===== src/rtl/frodo_pkg.sv =====
// frodo_pkg: shared state encoding and MAC latency limits for the Macs sequencer
package frodo_pkg;

    typedef enum logic [1:0] {
        S_IDLE  = 2'd0,
        S_ISSUE = 2'd1,
        S_WAIT  = 2'd2,
        S_OUT   = 2'd3
    } state_t;

    localparam int MAC_LAT_MIN = 1;
    localparam int MAC_LAT_MAX = 15;

    // Keeps the latency inside the range the 4-bit wait counter can express
    function automatic int clamp_lat(input int lat);
        return lat < MAC_LAT_MIN ? MAC_LAT_MIN : (lat > MAC_LAT_MAX ? MAC_LAT_MAX : lat);
    endfunction

    // Wait-counter preload: WAIT lasts lat-1 cycles, the counter runs down to zero
    function automatic logic [3:0] wait_load(input int lat);
        return lat > 1 ? 4'(lat - 2) : 4'd0;
    endfunction

endpackage


===== src/rtl/macs_seq_ctrl.sv =====
// macs_seq_ctrl: issues len beats to the Macs datapath, spaces them by MAC_LAT and hands off the result
module macs_seq_ctrl
    import frodo_pkg::*;
#(
    parameter int LEN_W   = 8,
    parameter int MAC_LAT = 1
) (
    input  logic             clk,
    input  logic             rst,
    input  logic             start,
    input  logic [LEN_W-1:0] len,
    input  logic             mode_in,
    input  logic             signal_in,
    input  logic             op_valid,
    output logic             op_ready,
    input  logic             res_ready,
    output logic             res_valid,
    output logic             mac_en,
    output logic             mac_mode,
    output logic             mac_signal,
    output logic             c_sel,
    output logic             busy,
    output logic             done,
    output logic             err
);

    localparam int         LAT       = clamp_lat(MAC_LAT);
    localparam logic [3:0] WAIT_LOAD = wait_load(LAT);

    state_t           r_state;
    state_t           w_next;
    logic [LEN_W-1:0] r_len;
    logic [LEN_W-1:0] r_cnt;
    logic [3:0]       r_wait;
    logic             r_mode;
    logic             r_sig;
    logic             r_last;
    logic             r_err;
    logic             w_accept;
    logic             w_final;
    logic             w_job_ok;
    logic             w_job_bad;

    assign w_accept   = op_valid && op_ready;
    assign w_final    = r_cnt == r_len - LEN_W'(1);
    assign w_job_ok   = r_state == S_IDLE && start && len != '0;
    assign w_job_bad  = r_state == S_IDLE && start && len == '0;
    assign mac_en     = w_accept;
    assign mac_mode   = r_mode;
    assign mac_signal = r_sig;
    assign c_sel      = op_ready && r_cnt != '0;
    assign done       = res_valid && res_ready;
    assign err        = r_err;
    assign busy       = r_state != S_IDLE;

    // Next-state and handshake outputs; latency 1 issues back to back, longer latencies detour through WAIT
    always_comb begin
        w_next    = r_state;
        op_ready  = 1'b0;
        res_valid = 1'b0;
        case (r_state)
            S_IDLE: begin
                if (w_job_ok) w_next = S_ISSUE;
            end
            S_ISSUE: begin
                op_ready = 1'b1;
                if (op_valid) w_next = LAT > 1 ? S_WAIT : (w_final ? S_OUT : S_ISSUE);
            end
            S_WAIT: begin
                if (r_wait == 4'd0) w_next = r_last ? S_OUT : S_ISSUE;
            end
            S_OUT: begin
                res_valid = 1'b1;
                if (res_ready) w_next = S_IDLE;
            end
            default: w_next = S_IDLE;
        endcase
    end

    // State register, job copy, beat/wait counters and the rejected-job pulse
    always_ff @(posedge clk or posedge rst) begin
        if (rst) begin
            r_state <= S_IDLE;
            r_len   <= '0;
            r_cnt   <= '0;
            r_wait  <= 4'd0;
            r_mode  <= 1'b0;
            r_sig   <= 1'b0;
            r_last  <= 1'b0;
            r_err   <= 1'b0;
        end else begin
            r_state <= w_next;
            r_err   <= w_job_bad;
            if (w_job_ok) begin
                r_len  <= len;
                r_mode <= mode_in;
                r_sig  <= signal_in;
                r_cnt  <= '0;
                r_last <= 1'b0;
            end
            if (w_accept) begin
                r_cnt  <= r_cnt + LEN_W'(1);
                r_last <= w_final;
                r_wait <= WAIT_LOAD;
            end else if (r_state == S_WAIT && r_wait != 4'd0) begin
                r_wait <= r_wait - 4'd1;
            end
        end
    end

endmodule


===== config.mk =====
export PLATFORM = sky130hd
export DESIGN_NAME = macs_seq_ctrl
export DESIGN_NICKNAME = d
export VERILOG_FILES = /design/src/rtl/frodo_pkg.sv /design/src/rtl/macs_seq_ctrl.sv
export SDC_FILE = /design/constraint.sdc
export NUM_CORES = 1
export LEC_CHECK = 0
export ABC_AREA = 0
export BUFFER_PORTS_ARGS = -buffer_cell sky130_fd_sc_hd__buf_2
export CAP_MARGIN = 5
export CORE_UTILIZATION = 35
export DETAILED_ROUTE_END_ITERATION = 6
export PLACE_DENSITY = 0.65
export SYNTH_ARGS = -nofsm -noshare
export SYNTH_HDL_FRONTEND = slang
export SYNTH_SLANG_ARGS = --single-unit
export TNS_END_PERCENT = 30

===== constraint.sdc =====
create_clock -name clk -period 2.2 [get_ports clk]
set_clock_uncertainty 0.2 [all_clocks]
set_input_delay 0.55 -clock clk [delete_from_list [all_inputs] [get_ports clk]]
set_output_delay 0.55 -clock clk [all_outputs]
set_load 0.05 [all_outputs]

---- Word level (Yosys, flattened, before mapping) ----
Index checks and enable logic that the tools add are counted.
storage, ports and cells
  register bits ........................... 26
  bits of input ports ..................... 15
  output and inout port bits .............. 9
  logic and storage cells ................. 51
cells by class
  multiplexer cells ....................... 15
  equal/unequal tests ..................... 8
  add/subtract/negate cells ............... 3
  reduce and logical (&&, ||, !) cells .... 17
operators with widths
  cell                 count
  $mux 8               2
  $reduce_bool 8->1    2
  $mux 2               6
  $add 8x1->8 const B  1
  $eq 8x8->1           1
  $logic_not 8->1      1
  $mux 4               2
  $ne 2x2->1 const B   4
  $pmux 2 s4           1
  $sub 8x1->8 const B  1
  $logic_and 1x1->1    7
  $reduce_bool 2->1    3
  $eq 2x2->1 const B   2
  $logic_not 4->1      1
  $mux 1               4
  $reduce_and 4->1     1
  $reduce_bool 4->1    1
  $sub 4x1->4 const B  1
  $eq 2x1->1 const B   1
  $logic_not 2->1      1

---- Logic depth before layout (Yosys ltp) ----
Gate-level depths: netlist of run 1.
  depth in word-level cells ............... 5
  depth in mapped cells ................... 7
  depth with buffers taken out ............ 7

---- Worst setup path after synthesis of run 1 ----
No wires, ideal clock.
  kind .................................... reg-to-output
  start ................................... register r_state[0]
  end ..................................... output port c_sel
  cell stages (with the launch flop) ...... 3
  arrival ................................. 2.423 ns
  path slack .............................. -0.973 ns
  path buffers ............................ 0
  data required time ...................... 1.450 ns
  path through ............................ dfrtp_1 -> nor2b_1 -> a21boi_0
on the way
  longest elaborated chain between the ends .. 3
ends and longest elaborated chain
  item                    RTL line             text
  start, declared         macs_seq_ctrl.sv:30  state_t r_state;
  start signal, assigned  macs_seq_ctrl.sv:92  r_state <= w_next;
  $eq 2x1->1              macs_seq_ctrl.sv:61  case (r_state)
  $mux 1                  macs_seq_ctrl.sv:61
  net op_ready            macs_seq_ctrl.sv:15  output logic op_ready,
  $logic_and 1x1->1       macs_seq_ctrl.sv:51  assign c_sel = op_ready && r_cnt != '0;
  end, declared           macs_seq_ctrl.sv:21  output logic c_sel,
The timed path passes the listed nets, and every way through them passes these cells.

---- Final worst setup path of run 1 ----
  start ................................... register r_state[1]
  end ..................................... output port mac_en
on the way
  longest elaborated chain between the ends .. 3
ends and longest elaborated chain
  item               RTL line             text
  $eq 2x1->1         macs_seq_ctrl.sv:61
  $mux 1             macs_seq_ctrl.sv:61
  $logic_and 1x1->1  macs_seq_ctrl.sv:44  assign w_accept = op_valid && op_ready;
  end, declared      macs_seq_ctrl.sv:18  output logic mac_en,
Every way passes these cells.

==> results of run 1 <==
through the flow:
step           instance area (µm²)  setup slack (ns)  hold slack (ns)  setup TNS (ns)   util
2_1_floorplan                 1470           -0.0301            0.235          -0.120      -
3_3_place_gp                  1710           -0.0159            0.256         -0.0872  0.429
3_5_place_dp                  1710           -0.0434            0.258          -0.284  0.429
4_1_cts                       1790            0.0367            0.120               0  0.447
5_1_grt                       1790          -0.00446            0.163        -0.00446  0.448
6_report                      1790            0.0996            0.112               0  0.448
sequential cells by signal, summed over array words and instances, names as in the netlist:
| register | count |
|---|---|
| r_cnt | 8 |
| err | 1 |
| mac_signal | 1 |
| r_len | 8 |
| r_last | 1 |
| mac_mode | 1 |
| r_wait | 4 |
| r_state | 2 |
worst max-delay path, cell delays in order, from the launching register on:
cell	delay, ns
dfrtp_1	0.47
nor2b_4	0.18
nand2_1	0.10
inv_2	0.08
buf_2	0.26
layer usage:
layer | track usage | wire length, µm
met1 | 0.208 | 1390
met2 | 0.237 | 1320
met3 | 0.0154 | 101
met4 | 0.0798 | 59
met5 | 0 | 0
layout by cell type (no fill, tap or decap), types with 2 or more instances in the layout:
cell type   n
a211oi_1    2
a21oi_1     2
a31oi_1     2
and2_1      3
and3_1      2
buf_2      22
buf_4      12
clkbuf_8    4
dfrtp_1    25
ha_1        4
inv_1       9
mux2_1      4
mux2_2      5
nand2_1    15
nand2b_1    2
nand3_1     5
nand4_1     4
nor2_1     10
nor3_1      5
nor3b_1     2
o211ai_1    2
o21ai_0     4
o21ai_1     3
or4_1       3
xnor2_1    13
xor2_1      3
power groups by stage:
stage	Combinational, W	Sequential [W]	Clock [W]
after floorplan	0.000860	0.000811	0
after CTS	0.00124	0.000761	0.000323
after detailed placement	0.00121	0.000771	0
after global placement	0.00121	0.000768	0
final	0.00124	0.000761	0.000312
after global routing	0.00137	0.000791	0.000337
how the worst max path moves through the flow:
stage | from | endpoint | slack [ns] | cells past startpoint
final | r_state[1] | mac_en | 0.1 | 4
after detailed placement | len[2] | r_cnt[2] | -0.04 | 7
after floorplan | len[2] | mac_mode | -0.03 | 4
after global routing | r_cnt[0] | c_sel | -0.004 | 5
after CTS | r_cnt[0] | c_sel | 0.04 | 5
after global placement | len[2] | r_len[1] | -0.02 | 5
layout make-up:
class	instances	share of cell area
clock buffer	4	0.0307
inverter	10	0.0209
multi-input combinational	108	0.432
sequential	26	0.364
tap	50	0.0349
timing repair buffer	35	0.118
kinds of logic (layout without fill, tap and decap cells):
| family | after synthesis | after routing | share of synthesized area |
|---|---|---|---|
| and+or+nand+nor | 55 | 55 | 0.191 |
| DFF | 26 | 26 | 0.448 |
| AOI/OAI and AO/OA | 23 | 23 | 0.107 |
| xor gates and xnor gates | 17 | 17 | 0.112 |
| buffers and inverters | 14 | 49 | 0.0387 |
| muxes | 9 | 9 | 0.0697 |
| adders and majority gates | 4 | 4 | 0.0344 |
==> results_dict.tcl, run 1 <==
set metrics [dict create \
    status "complete, no violations" \
    synth_edf_count 0 \
    synthCells 148 \
    initial_core_util 0.363 \
    ys_types 39 \
    relSlewSlack 0.618 \
    cts_tree "yes" \
    wirelength_um 2870 \
    antenna_found_initial 0 \
    reg2reg_depth 5 \
    maxSlewViolCount 0 \
    power.share.clock 0.135 \
    insertion_delay_ns 0.27 \
    synth_commonest_cells "26 x dfrtp_1, 15 x nand2_1, 13 x xnor2_1" \
    post_cts_buffers 0 \
    yosysWarningCount 0 \
    die_area_um2 4420 \
    ys_async_sr_fraction 1.00 \
    yosysTopAreaCellShare 0.448 \
    cts_buffers 3 \
    worst_slew_pin_slew_ns 0.574 \
    drc 0 \
    antenna_cells 0 \
    r2r-start "r_len[2]" \
    synth.yosys.seq_area_share 0.448 \
    hold_path_class "input pin to async pin" \
    swShare 0.420 \
    period_needed_ns 2.10 \
    place_hpwl_um 2250 \
    stdcell_count 233 \
    critPathLaunchType "register" \
    final_nets 203 \
    regArea_um2 652 \
    grt_pass1_vias 1083 \
    overflow 0 \
    switching_power_w 0.000974 \
    cp_max_fo 7 \
    layout_worst_path_cycle_share 0.955 \
    reg2reg_to "r_last" \
    vias 1172 \
    synthFlopType "dfrtp_1" \
    drv_cap 0 \
    port-buffer-count 23 \
    area.growth.synth_to_final_pct 23.2 \
    first_pass_iters 4 \
    cts-hold-fix-buffers 0 \
    fmax_ghz 0.476 \
    path_class "register to output port" \
    dieWidth_um 66.5 \
    synth_fp_nets 167 \
    drive_gt1_frac 0.279 \
    synth_most_common_cell "dfrtp_1" \
    arrival_ns 1.35 \
    track_usage 0.152 \
    power_frac_comb 0.537 \
    io-pin-count 24 \
    clock_path_buffers 2 \
    netlist_area_um2 1450 \
    yosysTopAreaCell "dfrtp_1" \
    setup_viol 0 \
    final_hold_viol_count 0 \
    grt_first_pass_wirelength_um 4960 \
    ff2ff_setup_slack_ns 0.20 \
    multi_input_area_um2 773 \
    ant_nets 0 \
    wl_per_cell_um 12.3 \
    rsz0062_at_grt "yes" \
    rows 23 \
    drt_iter0_markers 39 \
    gp_congestion 0.770 \
    power_w 0.00232 \
    die_h_um 66.5 \
    htree_levels 1 \
    grt_max_degree 27 \
    ys_seq_elements 26 \
    routed_via_density 5.03 \
    ir_worst_vdd_mv 0.665 \
    p_seq_frac 0.328 \
    power_density_nw_per_um2 1290 \
    fillers 375 \
    numClockSinks 26 \
    worstSetupEndpointType "output port" \
    core_um2 4000 \
    cts_resized 3 \
    post_synth.cell_area_avg_um2 9.82 \
    p_leak_nw 0.815 \
    p_int_w 0.00134 \
    path_clk_slew_ns 0.09 \
    dp.cells 229 \
    required_ns 1.45 \
    yosys-top-cells-area "dfrtp_1 45%, xnor2_1 7.8%, mux2_2 3.9%" \
    root_buffer "clkbuf_8" \
]
(Power assumes the default switching activity.)
==> inputs of run 2 (changes only) <==
--- a/config.mk
+++ b/config.mk
@@ -11,6 +11,7 @@
 export CORE_UTILIZATION = 35
 export DETAILED_ROUTE_END_ITERATION = 6
 export PLACE_DENSITY = 0.65
+export REMOVE_ABC_BUFFERS = 1
 export SYNTH_ARGS = -nofsm -noshare
 export SYNTH_HDL_FRONTEND = slang
 export SYNTH_SLANG_ARGS = --single-unit
==> results_dict.tcl, run 2 (same netlist as run 1, synthesis figures left out) <==
set metrics [dict create \
    reg2reg_depth 5 \
    switching_power_w 0.000987 \
    port-buffer-count 23 \
    setup_viol 0 \
    r2r-start "r_len[2]" \
    p_leak_nw 0.846 \
    ff2ff_setup_slack_ns 0.21 \
    numClockSinks 26 \
    holdWs_ns 0.105 \
    required_ns 1.45 \
    fmax_ghz 0.471 \
    ant_nets 0 \
    overflow 0 \
    routed_via_density 4.95 \
    core_um2 4000 \
    first_pass_iters 4 \
    initial_core_util 0.363 \
    vias 1189 \
    fillers 386 \
    clock_path_buffers 2 \
    root_buffer "clkbuf_8" \
    p_seq_frac 0.291 \
    cts-hold-fix-buffers 0 \
    worst_slew_pin_slew_ns 0.464 \
    status "complete, no violations" \
    reg2reg_to "r_last" \
    antenna_cells 0 \
    wl_per_cell_um 12.3 \
    hold_path_class "input pin to async pin" \
    drt_iter0_markers 17 \
    final_cell_mix "26 x dfrtp_1, 22 x buf_2, 20 x buf_4" \
    io-pin-count 24 \
    p_int_w 0.00147 \
    final_common_cell "dfrtp_1" \
    htree_levels 1 \
    maxSlewViolCount 0 \
    arrival_ns 1.37 \
    final_nets 210 \
    ir_worst_vdd_mv 0.605 \
    worstSetupEndpointType "output port" \
    critPathLaunchType "register" \
    antenna_found_initial 0 \
    grt_first_pass_wirelength_um 5330 \
    relSlewSlack 0.689 \
    power_density_nw_per_um2 1320 \
    wirelength_um 2960 \
    gp_congestion 0.768 \
    power_frac_comb 0.545 \
    period_needed_ns 2.12 \
    rows 23 \
    insertion_delay_ns 0.28 \
    cp_max_fo 2 \
    cts_tree "yes" \
    fin_util 0.463 \
    grt_max_degree 27 \
    dieWidth_um 66.5 \
    cts_buffers 3 \
    path_class "register to output port" \
    die_area_um2 4420 \
    power.share.clock 0.164 \
    die_h_um 66.5 \
    path_clk_slew_ns 0.09 \
    drive_gt1_frac 0.305 \
    area.growth.synth_to_final_pct 27.5 \
    drv_cap 0 \
    drc 0 \
    final_hold_viol_count 0 \
    swShare 0.402 \
    track_usage 0.163 \
    grt_pass1_vias 1184 \
    layout_worst_path_cycle_share 0.965 \
    place_hpwl_um 2330 \
    top_regs "r_cnt (8), r_len (8), r_wait (4)" \
]
run 2: cell types whose count changed in the layout (fill, tap and decap cells not counted), sizes merged:
cell,change
buf,+7
bufinv,+1
clkbuf,-1
run 2: worst max-delay path, stage by stage (launching register included):
cell and delay (ns):
dfrtp_1 0.38, inv_1 0.06, ha_2 0.16, nor4b_4 0.21
a21boi_2 0.09, buf_4 0.20
run 2: power by group through the flow:
stage / Sequential [W] / Combinational (W) / Clock [W]
after CTS: 0.000717 / 0.00132 / 0.000418
final: 0.000714 / 0.00134 / 0.000403
after floorplan: 0.000828 / 0.000805 / 0
after global routing: 0.000741 / 0.00148 / 0.000429
after global placement: 0.000723 / 0.00128 / 0
after detailed placement: 0.000727 / 0.00129 / 0
run 2: routing by layer:
metal / GRT usage / up-vias / part of all wire
li1: - / 606 / -
met4: 0.0718 / 0 / 0.020
met1: 0.206 / 553 / 0.47
met5: 0 / - / 0
met3: 0.0154 / 5 / 0.027
met2: 0.279 / 25 / 0.49
run 2: through the flow:
stage	TNS [ns]	area, µm²	cells	setup WS [ns]	power, W
after global routing	-0.00831	1850	240	-0.00831	0.00265
after floorplan	-4.01	1440	144	-0.973	0.00163
after global placement	-0.0938	1750	235	-0.0179	0.00200
final	0	1850	240	0.0773	0.00245
after detailed placement	-0.363	1750	235	-0.0377	0.00202
after CTS	0	1830	239	0.00555	0.00245
run 2: final cells by class:
type                            instances  area (µm²)  area share
Tap cell                               50        62.6      0.0338
Clock buffer                            3        41.3      0.0223
Multi-Input combinational cell        108         771       0.416
Clock inverter                          1        30.0      0.0162
Timing Repair Buffer                   42         260       0.140
Sequential cell                        26         651       0.351
Inverter                               10        37.5      0.0203
run 2: worst max path at each step:
stage | to | slack [ns] | depth (start not counted) | from
finish | c_sel | 0.08 | 5 | r_cnt[1]
floorplan | c_sel | -0.97 | 2 | r_state[0]
detailed placement | r_len[5] | -0.04 | 5 | len[2]
global placement | r_len[4] | -0.02 | 5 | len[2]
global route | c_sel | -0.008 | 5 | r_cnt[1]
CTS | c_sel | 0.006 | 5 | r_cnt[0]
run 2: repair_timing:
item                                    in CTS  in global routing
endpoints found under the setup margin       2                  1
gates resized for setup                      4                  3
pin swaps                                    0                  2
buffers inserted                             0                  1
==> inputs of run 3 (changes only) <==
--- a/config.mk
+++ b/config.mk
@@ -8,9 +8,9 @@
 export ABC_AREA = 0
 export BUFFER_PORTS_ARGS = -buffer_cell sky130_fd_sc_hd__buf_2
 export CAP_MARGIN = 5
-export CORE_UTILIZATION = 35
+export CORE_UTILIZATION = 55
 export DETAILED_ROUTE_END_ITERATION = 6
-export PLACE_DENSITY = 0.65
+export PLACE_DENSITY = 0.89
 export REMOVE_ABC_BUFFERS = 1
 export SYNTH_ARGS = -nofsm -noshare
 export SYNTH_HDL_FRONTEND = slang
==> results_dict.tcl, run 3 (same netlist as run 1, synthesis figures left out) <==
set metrics [dict create \
    vias 1199 \
    core_um2 2480 \
    power_w 0.00235 \
    critPathLaunchType "register" \
    die_area_um2 2850 \
    maxSlewViolCount 0 \
    area.growth.synth_to_final_pct 20.7 \
    drt_iter0_markers 29 \
    cp_max_fo 2 \
    rsz0062_at_grt "yes" \
    swShare 0.423 \
    final_hold_viol_count 0 \
    gp_congestion 0.808 \
    root_buffer "clkbuf_4" \
    worstSetupEndpointType "output port" \
    final_cell_mix "25 x dfrtp_1, 21 x buf_2, 15 x nand2_1" \
    final_nets 203 \
    layout_worst_path_cycle_share 0.992 \
    port-buffer-count 23 \
    grt_max_degree 27 \
    die_h_um 53.4 \
    io-pin-count 24 \
    initial_core_util 0.587 \
    path_class "register to output port" \
    cts_tree "yes" \
    insertion_delay_ns 0.33 \
    dpl_cell_area_um2 1670 \
    place_hpwl_um 2400 \
    setup_viol 0 \
    arrival_ns 1.43 \
    worst_slew_pin_slew_ns 0.535 \
    path_clk_slew_ns 0.14 \
    drc 0 \
    power_density_nw_per_um2 1340 \
    ant_nets 0 \
    required_ns 1.45 \
    power_frac_comb 0.528 \
    htree_levels 1 \
    status "complete, no violations" \
    period_needed_ns 2.18 \
    clock_path_buffers 2 \
    dieWidth_um 53.4 \
    wirelength_um 3120 \
    wl_per_cell_um 14.7 \
    ir_worst_vdd_mv 0.977 \
    switching_power_w 0.000993 \
    p_int_w 0.00136 \
    p_leak_nw 0.803 \
    power.share.clock 0.140 \
    p_seq_frac 0.332 \
    hold_path_class "input pin to async pin" \
    fmax_ghz 0.458 \
    fillers 187 \
    first_pass_iters 4 \
    track_usage 0.251 \
    routed_via_density 5.63 \
    final_common_cell "dfrtp_1" \
    rows 18 \
    top_regs "r_cnt (8), r_len (8), r_wait (4)" \
    relSlewSlack 0.643 \
    numClockSinks 26 \
    overflow 0 \
    antenna_found_initial 0 \
    antenna_cells 0 \
    drv_cap 0 \
    grt_pass1_vias 1157 \
    drive_gt1_frac 0.273 \
    grt_first_pass_wirelength_um 5040 \
    final_area_um2 1750 \
    cts_buffers 3 \
]
## run 3: cell type report
type,count,area (µm²),area share
clock inverter,1,30.0,0.0171
inverter,10,37.5,0.0214
timing repair buffer,35,210,0.120
tap,30,37.5,0.0214
multi-input combinational,108,764,0.436
clock buffer,3,22.5,0.0128
sequential,26,652,0.372
## run 3: through the flow
| stage | setup WS (ns) | setup TNS [ns] | utilization | std cells | hold slack (ns) |
|---|---|---|---|---|---|
| floorplan | -0.973 | -4.01 | - | 144 | 0.235 |
| global placement | -0.000474 | -0.000474 | 0.674 | 208 | 0.261 |
| detailed placement | -0.0586 | -0.492 | 0.674 | 208 | 0.267 |
| CTS | 0.00799 | 0 | 0.705 | 212 | 0.0504 |
| global route | -0.0506 | -0.0506 | 0.708 | 213 | 0.105 |
| finish | 0.0168 | 0 | 0.708 | 213 | 0.0388 |
## run 3: routing by layer
metal	vias to the layer above	share of wire	global-route usage
met5	-	0	0
met2	33	0.50	0.415
met3	9	0.035	0.0345
met4	0	0.028	0.110
li1	586	-	-
met1	571	0.44	0.322
## run 3: final timing paths
check | startpoint | endpoint | slack [ns] | cells after the start
max in group asynchronous | rst | r_state[0] | 1.51 | 3
min reg2reg | r_last | r_last | 0.29 | 2
max | r_cnt[0] | c_sel | 0.02 | 5
min in group clk | mode_in | mac_mode | 0.22 | 2
max reg2reg | r_len[3] | r_last | 0.10 | 5
min | rst | r_cnt[2] | 0.04 | 3
## run 3: worst max-delay path: stages (launching register included)
cell      delay, ns
dfrtp_1        0.37
inv_1          0.05
ha_1           0.19
nor4b_4        0.13
a21boi_1       0.16
buf_4          0.21
## run 3: power by group through the flow
| stage | combinational [W] | clock (W) | sequential (W) |
|---|---|---|---|
| 2_1_floorplan | 0.000805 | 0 | 0.000828 |
| 3_3_place_gp | 0.00114 | 0 | 0.000771 |
| 3_5_place_dp | 0.00120 | 0 | 0.000778 |
| 4_1_cts | 0.00123 | 0.000333 | 0.000775 |
| 5_1_grt | 0.00134 | 0.000347 | 0.000795 |
| 6_report | 0.00124 | 0.000328 | 0.000779 |
## run 3: timing repair
action                     in CTS  in global routing
pin swaps                       0                  1
hold buffers                    0                  0
setup buffers                   0                  1
setup endpoints to repair       2                  2
resized for setup               6                  1
